[config.mk]
export PLATFORM = sky130hd
export DESIGN_NAME = sram_req_sched_flat
export DESIGN_NICKNAME = d
export VERILOG_FILES = /design/src/rtl/sram_req_sched_if.sv /design/src/rtl/sram_req_sched.sv /design/src/flat_wrapper.sv
export SDC_FILE = /design/constraint.sdc
export NUM_CORES = 1
export LEC_CHECK = 0
export ABC_AREA = 1
export CAP_MARGIN = 20
export CORE_AREA = 10 10 122 124
export DETAILED_ROUTE_END_ITERATION = 16
export DIE_AREA = 0 0 132 134
export PLACE_DENSITY = 0.69
export SETUP_SLACK_MARGIN = 0.02
export SLEW_MARGIN = 0
export SYNTH_ARGS = -nofsm -noshare
export SYNTH_HDL_FRONTEND = slang
export SYNTH_SLANG_ARGS = --single-unit
export TNS_END_PERCENT = 20
[constraint.sdc]
create_clock -name clk -period 2.5 [get_ports clk]
set_input_delay 0.5 -clock clk [delete_from_list [all_inputs] [get_ports clk]]
set_output_delay 0.5 -clock clk [all_outputs]
set_load 0.1 [all_outputs]
[src/rtl/sram_req_sched_if.sv]
// CPU-side SRAM-like ports and bridge-side read/write engine channels of the
// request scheduler. The scheduler is the slave; the CPU/bridge side is the master.
interface sram_req_sched_if;
    logic        inst_sram_req;
    logic        inst_sram_wr;
    logic [1:0]  inst_sram_size;
    logic [31:0] inst_sram_addr;
    logic        inst_sram_addr_ok;
    logic        inst_sram_data_ok;
    logic [31:0] inst_sram_rdata;

    logic        data_sram_req;
    logic        data_sram_wr;
    logic [1:0]  data_sram_size;
    logic [3:0]  data_sram_wstrb;
    logic [31:0] data_sram_addr;
    logic [31:0] data_sram_wdata;
    logic        data_sram_addr_ok;
    logic        data_sram_data_ok;
    logic [31:0] data_sram_rdata;

    logic        rd_req;
    logic [3:0]  rd_id;
    logic [31:0] rd_addr;
    logic [2:0]  rd_size;
    logic        rd_ready;
    logic        rd_resp_valid;
    logic [3:0]  rd_resp_id;
    logic [31:0] rd_resp_data;

    logic        wr_req;
    logic [31:0] wr_addr;
    logic [31:0] wr_data;
    logic [2:0]  wr_size;
    logic [3:0]  wr_strb;
    logic        wr_ready;
    logic        wr_done;

    logic        err;

    modport slave (
        input  inst_sram_req, inst_sram_wr, inst_sram_size, inst_sram_addr,
        output inst_sram_addr_ok, inst_sram_data_ok, inst_sram_rdata,
        input  data_sram_req, data_sram_wr, data_sram_size, data_sram_wstrb,
        input  data_sram_addr, data_sram_wdata,
        output data_sram_addr_ok, data_sram_data_ok, data_sram_rdata,
        output rd_req, rd_id, rd_addr, rd_size,
        input  rd_ready, rd_resp_valid, rd_resp_id, rd_resp_data,
        output wr_req, wr_addr, wr_data, wr_size, wr_strb,
        input  wr_ready, wr_done,
        output err
    );

    modport master (
        output inst_sram_req, inst_sram_wr, inst_sram_size, inst_sram_addr,
        input  inst_sram_addr_ok, inst_sram_data_ok, inst_sram_rdata,
        output data_sram_req, data_sram_wr, data_sram_size, data_sram_wstrb,
        output data_sram_addr, data_sram_wdata,
        input  data_sram_addr_ok, data_sram_data_ok, data_sram_rdata,
        input  rd_req, rd_id, rd_addr, rd_size,
        output rd_ready, rd_resp_valid, rd_resp_id, rd_resp_data,
        input  wr_req, wr_addr, wr_data, wr_size, wr_strb,
        output wr_ready, wr_done,
        input  err
    );
endinterface

[src/rtl/sram_req_sched.sv]
// Arbitrates inst/data SRAM requests onto the bridge read/write engines with
// starvation guard, per-source outstanding limits and data-port R/W ordering.
module sram_req_sched #(
    parameter int MAX_OUT    = 2,
    parameter int STARVE_LIM = 3
) (
    input  logic           clk,
    input  logic           resetn,
    sram_req_sched_if.slave bus
);
    localparam int SW = (STARVE_LIM < 1) ? 1 : $clog2(STARVE_LIM + 1);

    typedef logic [2:0]    cnt_t;
    typedef logic [SW-1:0] stv_t;

    localparam cnt_t MAX_C = cnt_t'(MAX_OUT);
    localparam stv_t LIM_C = stv_t'(STARVE_LIM);

    cnt_t inst_cnt, data_cnt, wr_cnt;
    stv_t starve;
    logic err_q;

    logic inst_ok, drd_ok, dwr_ok, data_elig;
    logic gnt_inst, gnt_data;
    logic inst_acc, drd_acc, dwr_acc;
    logic inst_dec, data_dec, wr_dec, bad_id, err_set;

    // Saturating-at-zero up/down counter; a stray decrement at zero is an error, not a wrap.
    function automatic cnt_t cnt_next(cnt_t c, logic inc, logic dec);
        if (inc && !dec)                return c + 3'd1;
        if (dec && !inc && c != 3'd0)   return c - 3'd1;
        return c;
    endfunction

    always_comb begin
        inst_ok   = bus.inst_sram_req && (inst_cnt < MAX_C);
        drd_ok    = bus.data_sram_req && !bus.data_sram_wr && (data_cnt < MAX_C) && (wr_cnt == 3'd0);
        dwr_ok    = bus.data_sram_req &&  bus.data_sram_wr && (wr_cnt < MAX_C) && (data_cnt == 3'd0);
        data_elig = drd_ok || dwr_ok;
        gnt_inst  = inst_ok && (!data_elig || starve == LIM_C);
        gnt_data  = data_elig && !gnt_inst;

        inst_acc  = gnt_inst && bus.rd_ready;
        drd_acc   = gnt_data && !bus.data_sram_wr && bus.rd_ready;
        dwr_acc   = gnt_data &&  bus.data_sram_wr && bus.wr_ready;

        inst_dec  = bus.rd_resp_valid && (bus.rd_resp_id == 4'd0);
        data_dec  = bus.rd_resp_valid && (bus.rd_resp_id == 4'd1);
        wr_dec    = bus.wr_done;
        bad_id    = bus.rd_resp_valid && (bus.rd_resp_id > 4'd1);
        err_set   = (inst_dec && inst_cnt == 3'd0) || (data_dec && data_cnt == 3'd0) ||
                    (wr_dec && wr_cnt == 3'd0) || bad_id || (data_dec && wr_dec);
    end

    always_ff @(posedge clk or negedge resetn) begin
        if (!resetn) begin
            inst_cnt <= '0;
            data_cnt <= '0;
            wr_cnt   <= '0;
            starve   <= '0;
            err_q    <= 1'b0;
        end else begin
            inst_cnt <= cnt_next(inst_cnt, inst_acc, inst_dec);
            data_cnt <= cnt_next(data_cnt, drd_acc, data_dec);
            wr_cnt   <= cnt_next(wr_cnt, dwr_acc, wr_dec);
            if (!bus.inst_sram_req || inst_acc)
                starve <= '0;
            else if ((drd_acc || dwr_acc) && starve != LIM_C)
                starve <= starve + stv_t'(1);
            if (err_set)
                err_q <= 1'b1;
        end
    end

    // Every output is forced low while reset is held, including the pass-through response path.
    always_comb begin
        bus.inst_sram_addr_ok = 1'b0;
        bus.inst_sram_data_ok = 1'b0;
        bus.inst_sram_rdata   = '0;
        bus.data_sram_addr_ok = 1'b0;
        bus.data_sram_data_ok = 1'b0;
        bus.data_sram_rdata   = '0;
        bus.rd_req            = 1'b0;
        bus.rd_id             = '0;
        bus.rd_addr           = '0;
        bus.rd_size           = '0;
        bus.wr_req            = 1'b0;
        bus.wr_addr           = '0;
        bus.wr_data           = '0;
        bus.wr_size           = '0;
        bus.wr_strb           = '0;
        bus.err               = 1'b0;
        if (resetn) begin
            bus.err = err_q;
            if (gnt_inst) begin
                bus.rd_req  = 1'b1;
                bus.rd_id   = 4'd0;
                bus.rd_addr = bus.inst_sram_addr;
                bus.rd_size = {1'b0, bus.inst_sram_size};
            end else if (gnt_data && !bus.data_sram_wr) begin
                bus.rd_req  = 1'b1;
                bus.rd_id   = 4'd1;
                bus.rd_addr = bus.data_sram_addr;
                bus.rd_size = {1'b0, bus.data_sram_size};
            end else if (gnt_data) begin
                bus.wr_req  = 1'b1;
                bus.wr_addr = bus.data_sram_addr;
                bus.wr_data = bus.data_sram_wdata;
                bus.wr_size = {1'b0, bus.data_sram_size};
                bus.wr_strb = bus.data_sram_wstrb;
            end
            bus.inst_sram_addr_ok = inst_acc;
            bus.data_sram_addr_ok = drd_acc || dwr_acc;
            bus.inst_sram_data_ok = inst_dec;
            bus.inst_sram_rdata   = inst_dec ? bus.rd_resp_data : 32'h0;
            bus.data_sram_data_ok = data_dec || wr_dec;
            bus.data_sram_rdata   = data_dec ? bus.rd_resp_data : 32'h0;
        end
    end
endmodule

[src/flat_wrapper.sv]
// flat-port wrapper written by rule: the top's interface ports become plain ports
module sram_req_sched_flat 
#(
    parameter int MAX_OUT    = 2,
    parameter int STARVE_LIM = 3
)
  (clk, resetn, bus_inst_sram_req, bus_inst_sram_wr, bus_inst_sram_size, bus_inst_sram_addr, bus_inst_sram_addr_ok, bus_inst_sram_data_ok, bus_inst_sram_rdata, bus_data_sram_req, bus_data_sram_wr, bus_data_sram_size, bus_data_sram_wstrb, bus_data_sram_addr, bus_data_sram_wdata, bus_data_sram_addr_ok, bus_data_sram_data_ok, bus_data_sram_rdata, bus_rd_req, bus_rd_id, bus_rd_addr, bus_rd_size, bus_rd_ready, bus_rd_resp_valid, bus_rd_resp_id, bus_rd_resp_data, bus_wr_req, bus_wr_addr, bus_wr_data, bus_wr_size, bus_wr_strb, bus_wr_ready, bus_wr_done, bus_err);
  sram_req_sched_if bus_i ();
  input  logic clk;
  input  logic resetn;
  input wire logic [$bits(bus_i.inst_sram_req)-1:0] bus_inst_sram_req;
  input wire logic [$bits(bus_i.inst_sram_wr)-1:0] bus_inst_sram_wr;
  input wire logic [$bits(bus_i.inst_sram_size)-1:0] bus_inst_sram_size;
  input wire logic [$bits(bus_i.inst_sram_addr)-1:0] bus_inst_sram_addr;
  output wire logic [$bits(bus_i.inst_sram_addr_ok)-1:0] bus_inst_sram_addr_ok;
  output wire logic [$bits(bus_i.inst_sram_data_ok)-1:0] bus_inst_sram_data_ok;
  output wire logic [$bits(bus_i.inst_sram_rdata)-1:0] bus_inst_sram_rdata;
  input wire logic [$bits(bus_i.data_sram_req)-1:0] bus_data_sram_req;
  input wire logic [$bits(bus_i.data_sram_wr)-1:0] bus_data_sram_wr;
  input wire logic [$bits(bus_i.data_sram_size)-1:0] bus_data_sram_size;
  input wire logic [$bits(bus_i.data_sram_wstrb)-1:0] bus_data_sram_wstrb;
  input wire logic [$bits(bus_i.data_sram_addr)-1:0] bus_data_sram_addr;
  input wire logic [$bits(bus_i.data_sram_wdata)-1:0] bus_data_sram_wdata;
  output wire logic [$bits(bus_i.data_sram_addr_ok)-1:0] bus_data_sram_addr_ok;
  output wire logic [$bits(bus_i.data_sram_data_ok)-1:0] bus_data_sram_data_ok;
  output wire logic [$bits(bus_i.data_sram_rdata)-1:0] bus_data_sram_rdata;
  output wire logic [$bits(bus_i.rd_req)-1:0] bus_rd_req;
  output wire logic [$bits(bus_i.rd_id)-1:0] bus_rd_id;
  output wire logic [$bits(bus_i.rd_addr)-1:0] bus_rd_addr;
  output wire logic [$bits(bus_i.rd_size)-1:0] bus_rd_size;
  input wire logic [$bits(bus_i.rd_ready)-1:0] bus_rd_ready;
  input wire logic [$bits(bus_i.rd_resp_valid)-1:0] bus_rd_resp_valid;
  input wire logic [$bits(bus_i.rd_resp_id)-1:0] bus_rd_resp_id;
  input wire logic [$bits(bus_i.rd_resp_data)-1:0] bus_rd_resp_data;
  output wire logic [$bits(bus_i.wr_req)-1:0] bus_wr_req;
  output wire logic [$bits(bus_i.wr_addr)-1:0] bus_wr_addr;
  output wire logic [$bits(bus_i.wr_data)-1:0] bus_wr_data;
  output wire logic [$bits(bus_i.wr_size)-1:0] bus_wr_size;
  output wire logic [$bits(bus_i.wr_strb)-1:0] bus_wr_strb;
  input wire logic [$bits(bus_i.wr_ready)-1:0] bus_wr_ready;
  input wire logic [$bits(bus_i.wr_done)-1:0] bus_wr_done;
  output wire logic [$bits(bus_i.err)-1:0] bus_err;
  assign bus_i.inst_sram_req = bus_inst_sram_req;
  assign bus_i.inst_sram_wr = bus_inst_sram_wr;
  assign bus_i.inst_sram_size = bus_inst_sram_size;
  assign bus_i.inst_sram_addr = bus_inst_sram_addr;
  assign bus_inst_sram_addr_ok = bus_i.inst_sram_addr_ok;
  assign bus_inst_sram_data_ok = bus_i.inst_sram_data_ok;
  assign bus_inst_sram_rdata = bus_i.inst_sram_rdata;
  assign bus_i.data_sram_req = bus_data_sram_req;
  assign bus_i.data_sram_wr = bus_data_sram_wr;
  assign bus_i.data_sram_size = bus_data_sram_size;
  assign bus_i.data_sram_wstrb = bus_data_sram_wstrb;
  assign bus_i.data_sram_addr = bus_data_sram_addr;
  assign bus_i.data_sram_wdata = bus_data_sram_wdata;
  assign bus_data_sram_addr_ok = bus_i.data_sram_addr_ok;
  assign bus_data_sram_data_ok = bus_i.data_sram_data_ok;
  assign bus_data_sram_rdata = bus_i.data_sram_rdata;
  assign bus_rd_req = bus_i.rd_req;
  assign bus_rd_id = bus_i.rd_id;
  assign bus_rd_addr = bus_i.rd_addr;
  assign bus_rd_size = bus_i.rd_size;
  assign bus_i.rd_ready = bus_rd_ready;
  assign bus_i.rd_resp_valid = bus_rd_resp_valid;
  assign bus_i.rd_resp_id = bus_rd_resp_id;
  assign bus_i.rd_resp_data = bus_rd_resp_data;
  assign bus_wr_req = bus_i.wr_req;
  assign bus_wr_addr = bus_i.wr_addr;
  assign bus_wr_data = bus_i.wr_data;
  assign bus_wr_size = bus_i.wr_size;
  assign bus_wr_strb = bus_i.wr_strb;
  assign bus_i.wr_ready = bus_wr_ready;
  assign bus_i.wr_done = bus_wr_done;
  assign bus_err = bus_i.err;
  sram_req_sched #(.MAX_OUT(MAX_OUT), .STARVE_LIM(STARVE_LIM)) u_core (.clk(clk), .resetn(resetn), .bus(bus_i));
endmodule
### After elaboration in Yosys (flattened, before gate mapping)

Cells that the tools add are included.

* add/subtract/negate cells: 7
* $lt $le $gt $ge: 4
* equality and inequality tests: 3
* multiplexer cells: 64
* reduce and logical (&&, ||, !) cells: 61

Operators by type and width (number)
* $mux 32: 15
* $mux 3: 17
* $logic_and 1x1->1: 31
* $mux 4: 6
* $mux 1: 22
* $logic_not 1->1: 10
* $add 3x1->3 const B: 3
* $logic_not 3->1: 3
* $logic_or 1x1->1: 9
* $lt 3x2->1 const B: 3
* $reduce_bool 3->1: 3
* $sub 3x1->3 const B: 3
* $mux 2: 4
* $reduce_bool 2->1: 4
* $eq 4x1->1 const B: 1
* $gt 4x1->1 const B: 1
* $logic_not 4->1: 1
* $add 2x1->2 const B: 1
* $eq 2x2->1 const B: 1
* $ne 2x2->1 const B: 1

* flip-flop bits (word level): 12
* input bits: 150
* output and inout bits: 181
* word-level logic and storage cells: 144

### Depth between registers and ports, before layout

* depth after elaboration: 19
* depth in mapped cells: 13
* gate-level depth less buffers: 13

### Worst setup path after synthesis

Ideal clock, no wire load.

* path type: in2out
* start: in bus_rd_resp_id[1]
* end: out bus_inst_sram_rdata[10]
* data arrival time: 3946 ps
* data required time: 2000 ps
* path slack: -1946 ps
* cell stages on the path: 6
* path buffers: 1
* cells stage by stage: nor3_2 nand3_1 nor2_1 inv_1 clkbuf_1 nor2_1

* cells in the longest elaborated chain, start to end: 4

Ends and longest elaborated chain
* start, declared: RTL line flat_wrapper.sv:33 `input wire logic [$bits(bus_i.rd_resp_id)-1:0] bus_rd_resp_id;`
* $logic_not 4->1: RTL line sram_req_sched.sv:47 `inst_dec = bus.rd_resp_valid && (bus.rd_resp_id == 4'd0);`
* $logic_and 1x1->1: RTL line sram_req_sched.sv:47
* $mux 32: RTL line sram_req_sched.sv:115 `bus.inst_sram_rdata = inst_dec ? bus.rd_resp_data : 32'h0;`
* $mux 32: RTL line sram_req_sched.sv:93 `if (resetn) begin`
* end, declared: RTL line flat_wrapper.sv:17 `output wire logic [$bits(bus_i.inst_sram_rdata)-1:0] bus_inst_sram_rdata;`

No other way between the ends.

### Worst setup path after layout

* start: reg u_core.data_cnt[0]
* end: out bus_wr_addr[6]

* cells in the longest elaborated chain, start to end: 13
* elaborated cells on any way between the ends: 16
* those cells by class: 1 x order compare; 4 x mux; 11 x reduce/logical

Ends and longest elaborated chain
* start, declared: RTL line sram_req_sched.sv:19 `cnt_t inst_cnt, data_cnt, wr_cnt;`
* start signal, assigned: RTL line sram_req_sched.sv:64 `data_cnt <= cnt_next(data_cnt, drd_acc, data_dec);`
* $lt 3x2->1: RTL line sram_req_sched.sv:37 `drd_ok = bus.data_sram_req && !bus.data_sram_wr && (data_cnt < MAX_C) && (wr_cnt == 3'd0);`
* $logic_and 1x1->1 (2 in series): RTL line sram_req_sched.sv:37
* $logic_or 1x1->1 (*): RTL line sram_req_sched.sv:39 `data_elig = drd_ok || dwr_ok;`
* $logic_not 1->1: RTL line sram_req_sched.sv:40 `gnt_inst = inst_ok && (!data_elig || starve == LIM_C);`
* $logic_or 1x1->1: RTL line sram_req_sched.sv:40
* $logic_and 1x1->1: RTL line sram_req_sched.sv:40
* $logic_not 1->1: RTL line sram_req_sched.sv:41 `gnt_data = data_elig && !gnt_inst;`
* $logic_and 1x1->1: RTL line sram_req_sched.sv:41
* $mux 32 / $logic_and 1x1->1 (equally long branches): RTL line sram_req_sched.sv:105, sram_req_sched.sv:100
* $mux 32: RTL line sram_req_sched.sv:100 `end else if (gnt_data && !bus.data_sram_wr) begin`
* $mux 32 (*): RTL line sram_req_sched.sv:95 `if (gnt_inst) begin`
* $mux 32 (*): RTL line sram_req_sched.sv:93
* end, declared: RTL line flat_wrapper.sv:36 `output wire logic [$bits(bus_i.wr_addr)-1:0] bus_wr_addr;`

Every way passes the cells marked *; elsewhere a longest branch is shown, timed or not.

==> impl_metrics.json <==
{
  "die_h_um": 134,
  "crit_end": "bus_wr_addr[6]",
  "design_area_mm2": 0.00966,
  "path_class": "reg -> out",
  "clock_latency_ns": 0.24,
  "max_freq_ghz": 0.364,
  "required_ns": 2.00,
  "grt_max_degree": 33,
  "synth.avg_cell_area_um2": 5.68,
  "worstPathCellList": "inv_2, ha_4, inv_4, nor2_4, nand3_2, nand2_4, o21ai_4, nor2_4, buf_12, nand2_8, clkbuf_16, nor2_4, buf_12",
  "clk_path_buf_depth": 2,
  "placed_area_mm2": 0.00857,
  "port_buffers": 324,
  "whs_ns": 0.502,
  "track_usage": 0.212,
  "setup_viol": 108,
  "irDropWorstVdd_uv": 590,
  "cp_top_family": "buffers and inverters",
  "drc": 0,
  "synth_area_mm2": 0.00274,
  "clockRootBuffer": "clkbuf_16",
  "grt_pass1_vias": 4735,
  "rr_startpoint": "u_core.data_cnt[0]",
  "die_w_um": 132,
  "cts_tree": "done",
  "yosysWarnings": 0,
  "hold_viol": 0,
  "pin_count": 331,
  "period_minus_slack_ns": 2.75,
  "drv_cap": 0,
  "first_iter_violations": 214,
  "slowest_delay_ns": 0.41,
  "crit_path_start": "u_core.data_cnt[0]",
  "dp_hpwl_um": 17000,
  "crit_path_top_delay_cell": "dfrtp_1",
  "cp.depth": 13,
  "worstSetupEndpointType": "output pin",
  "ys_ff_latch": 12,
  "rows": 41,
  "path_max_fanout": 7,
  "antenna_cells": 0,
  "drt-total-wl_um": 21900,
  "holdBufCountCts": 0,
  "violations": "negative setup slack",
  "netlist_instances": 482,
  "gp_congestion": 0.899,
  "vias": 4482,
  "rr_worst_depth": 16,
  "min_period_over_period": 1.10,
  "cts_sinks": 12,
  "overflow": 0,
  "r2r_slack_ns": 0.39,
  "syn2layout_area_growth_pct": 253,
  "dieArea_mm2": 0.0177,
  "drive_gt1_frac": 0.483,
  "firstDrtPassIters": 5,
  "synth-seq-area-share": 0.110,
  "p_leak_nw": 4.25,
  "wl_per_cell_um": 21.6,
  "cpMostUsedCell": "nor2_4",
  "post-route-util": 0.775,
  "p_per_area_mw_per_mm2": 406,
  "coreArea_mm2": 0.0125,
  "vias_per_cell": 4.41,
  "hold_path_class": "in -> async",
  "cts.htree.levels": 1,
  "antenna_found_initial": 0,
  "r2r-end": "u_core.wr_cnt[2]",
  "grt_first_pass_wirelength_um": 29900,
  "final_nets": 1007,
  "final.setup_skew_ns": 0.00499,
  "startpoint_type": "register",
  "cts_buffers": 3,
  "start_util": 0.220,
  "fin_total_pwr_mw": 3.92,
  "rsz0062_at_grt": "true",
  "status": "finished, violations left",
  "clk_pin_slew_worst_paths_ns": 0.04,
  "setup_ws_ns": -0.247,
  "cp.arrival_ns": 2.25,
  "yosysUniqueCellTypes": 34,
  "final_max_slew_viol_count": 0,
  "ant_nets": 0,
  "cp_num_buf_inv": 5
}
## cells in the mapped netlist
library cell  number  area [um^2]
xnor2_1            4         35.0
conb_1             1         3.75
buf_4              7         52.6
clkinv_1           1         3.75
o22ai_1            6         37.5
nor2_4             2         22.5
nor2_2            15         93.8
nand2_2            5         31.3
nor2_1           130          488
or2_0              1         6.26
inv_2              2         7.51
o22ai_2           28          350
nand2_1           35          131
a21oi_1            2         10.0
o21ai_0            2         10.0
buf_6             11          124
nor3_2             1         10.0
o21ai_2            1         8.76
clkbuf_1           6         22.5
nand4_1            5         31.3
dfrtp_1           12          300
ha_1              10          125
nand3_1           16         80.1
buf_2              2         10.0
nand3b_1           1         7.51
o21ai_1            1         5.00
nand3_2            3         30.0
o2111ai_1          1         8.76
nand2_4            2         22.5
o311ai_0           1         8.76
o2111ai_2          1         15.0
xor2_1             1         8.76
nand3_4            1         17.5
inv_1            165          619
## per-layer routing
metal,track usage,up-vias,wire length [um]
li1,-,2113,-
met1,0.212,2106,7620
met2,0.425,227,12400
met3,0.0583,36,1480
met4,0.0365,0,486
met5,0,-,0
## power breakdown
group	leakage [nW]	switching (mW)	total (mW)	internal, mW
Clock	0.0370	0.0770	0.285	0.208
Sequential	0.148	0.0981	0.366	0.268
Combinational	4.06	1.95	3.27	1.33
Total	4.25	2.12	3.92	1.80
## metrics by stage
step                      TNS, ns  setup WS, ns  std cells
final                      -19.50        -0.247       1017
after global routing       -26.20        -0.309       1017
after CTS                   -8.04        -0.145       1002
after detailed placement   -21.16        -0.205        987
after global placement     -17.92        -0.181        987
after floorplan            -45.38        -0.412        486
## how the worst min path moves through the flow
stage,from,endpoint,slack (ns),cells after the start
4_1_cts,resetn,u_core.starve[0],0.49,2
3_5_place_dp,u_core.data_cnt[0],u_core.data_cnt[0],0.52,2
2_1_floorplan,resetn,u_core.data_cnt[0],0.20,0
5_1_grt,resetn,u_core.starve[0],0.50,2
6_report,resetn,u_core.starve[0],0.50,2
3_3_place_gp,u_core.wr_cnt[0],u_core.wr_cnt[0],0.48,2
## sequential cells by signal, summed over array words and instances (netlist names)
signal           count
u_core.err_q         1
u_core.wr_cnt        3
u_core.inst_cnt      3
u_core.data_cnt      3
u_core.starve        2
## cells by family (layout without fill, tap and decap cells)
group                      count (synthesis)  after routing  synth area share
buffers and inverters                    194            552             0.307
DFF                                       12             12             0.110
xor gates and xnor gates                   5              5            0.0160
AOI/OAI and AO/OA                         43             43             0.166
adders and majority gates                 10             10            0.0457
and+or+nand+nor                          217            218             0.355
other                                      1              5           0.00137
## area by class of cell
type	instances	area [um^2]
multi-input cells	281	2690
flip-flops and latches	12	300
fillers	770	2800
well taps	172	215
inverters	168	636
repair buffers	381	5750
clock buffers	3	75.1
## layout by cell type (no fill, tap or decap), types with 5 or more instances in the layout
master	count
buf_12	185
inv_1	158
clkdlybuf4s50_1	141
nor2_4	103
nor2_1	39
nand2_1	34
buf_4	34
o22ai_4	27
nand3_1	14
dfrtp_1	12
ha_1	8
clkbuf_16	8
inv_2	7
o22ai_2	7
dlygate4sd2_1	6
nand4_1	5
nor2_2	5
conb_1	5
buf_16	5
## repair_timing
| item | in CTS | in global routing |
|---|---|---|
| pin swaps | 6 | 12 |
| gates cloned | 3 | 9 |
| setup endpoints to repair | 171 | 110 |
| setup buffers | 9 | 7 |
| resized for setup | 64 | 66 |
(Power assumes the default switching activity.)
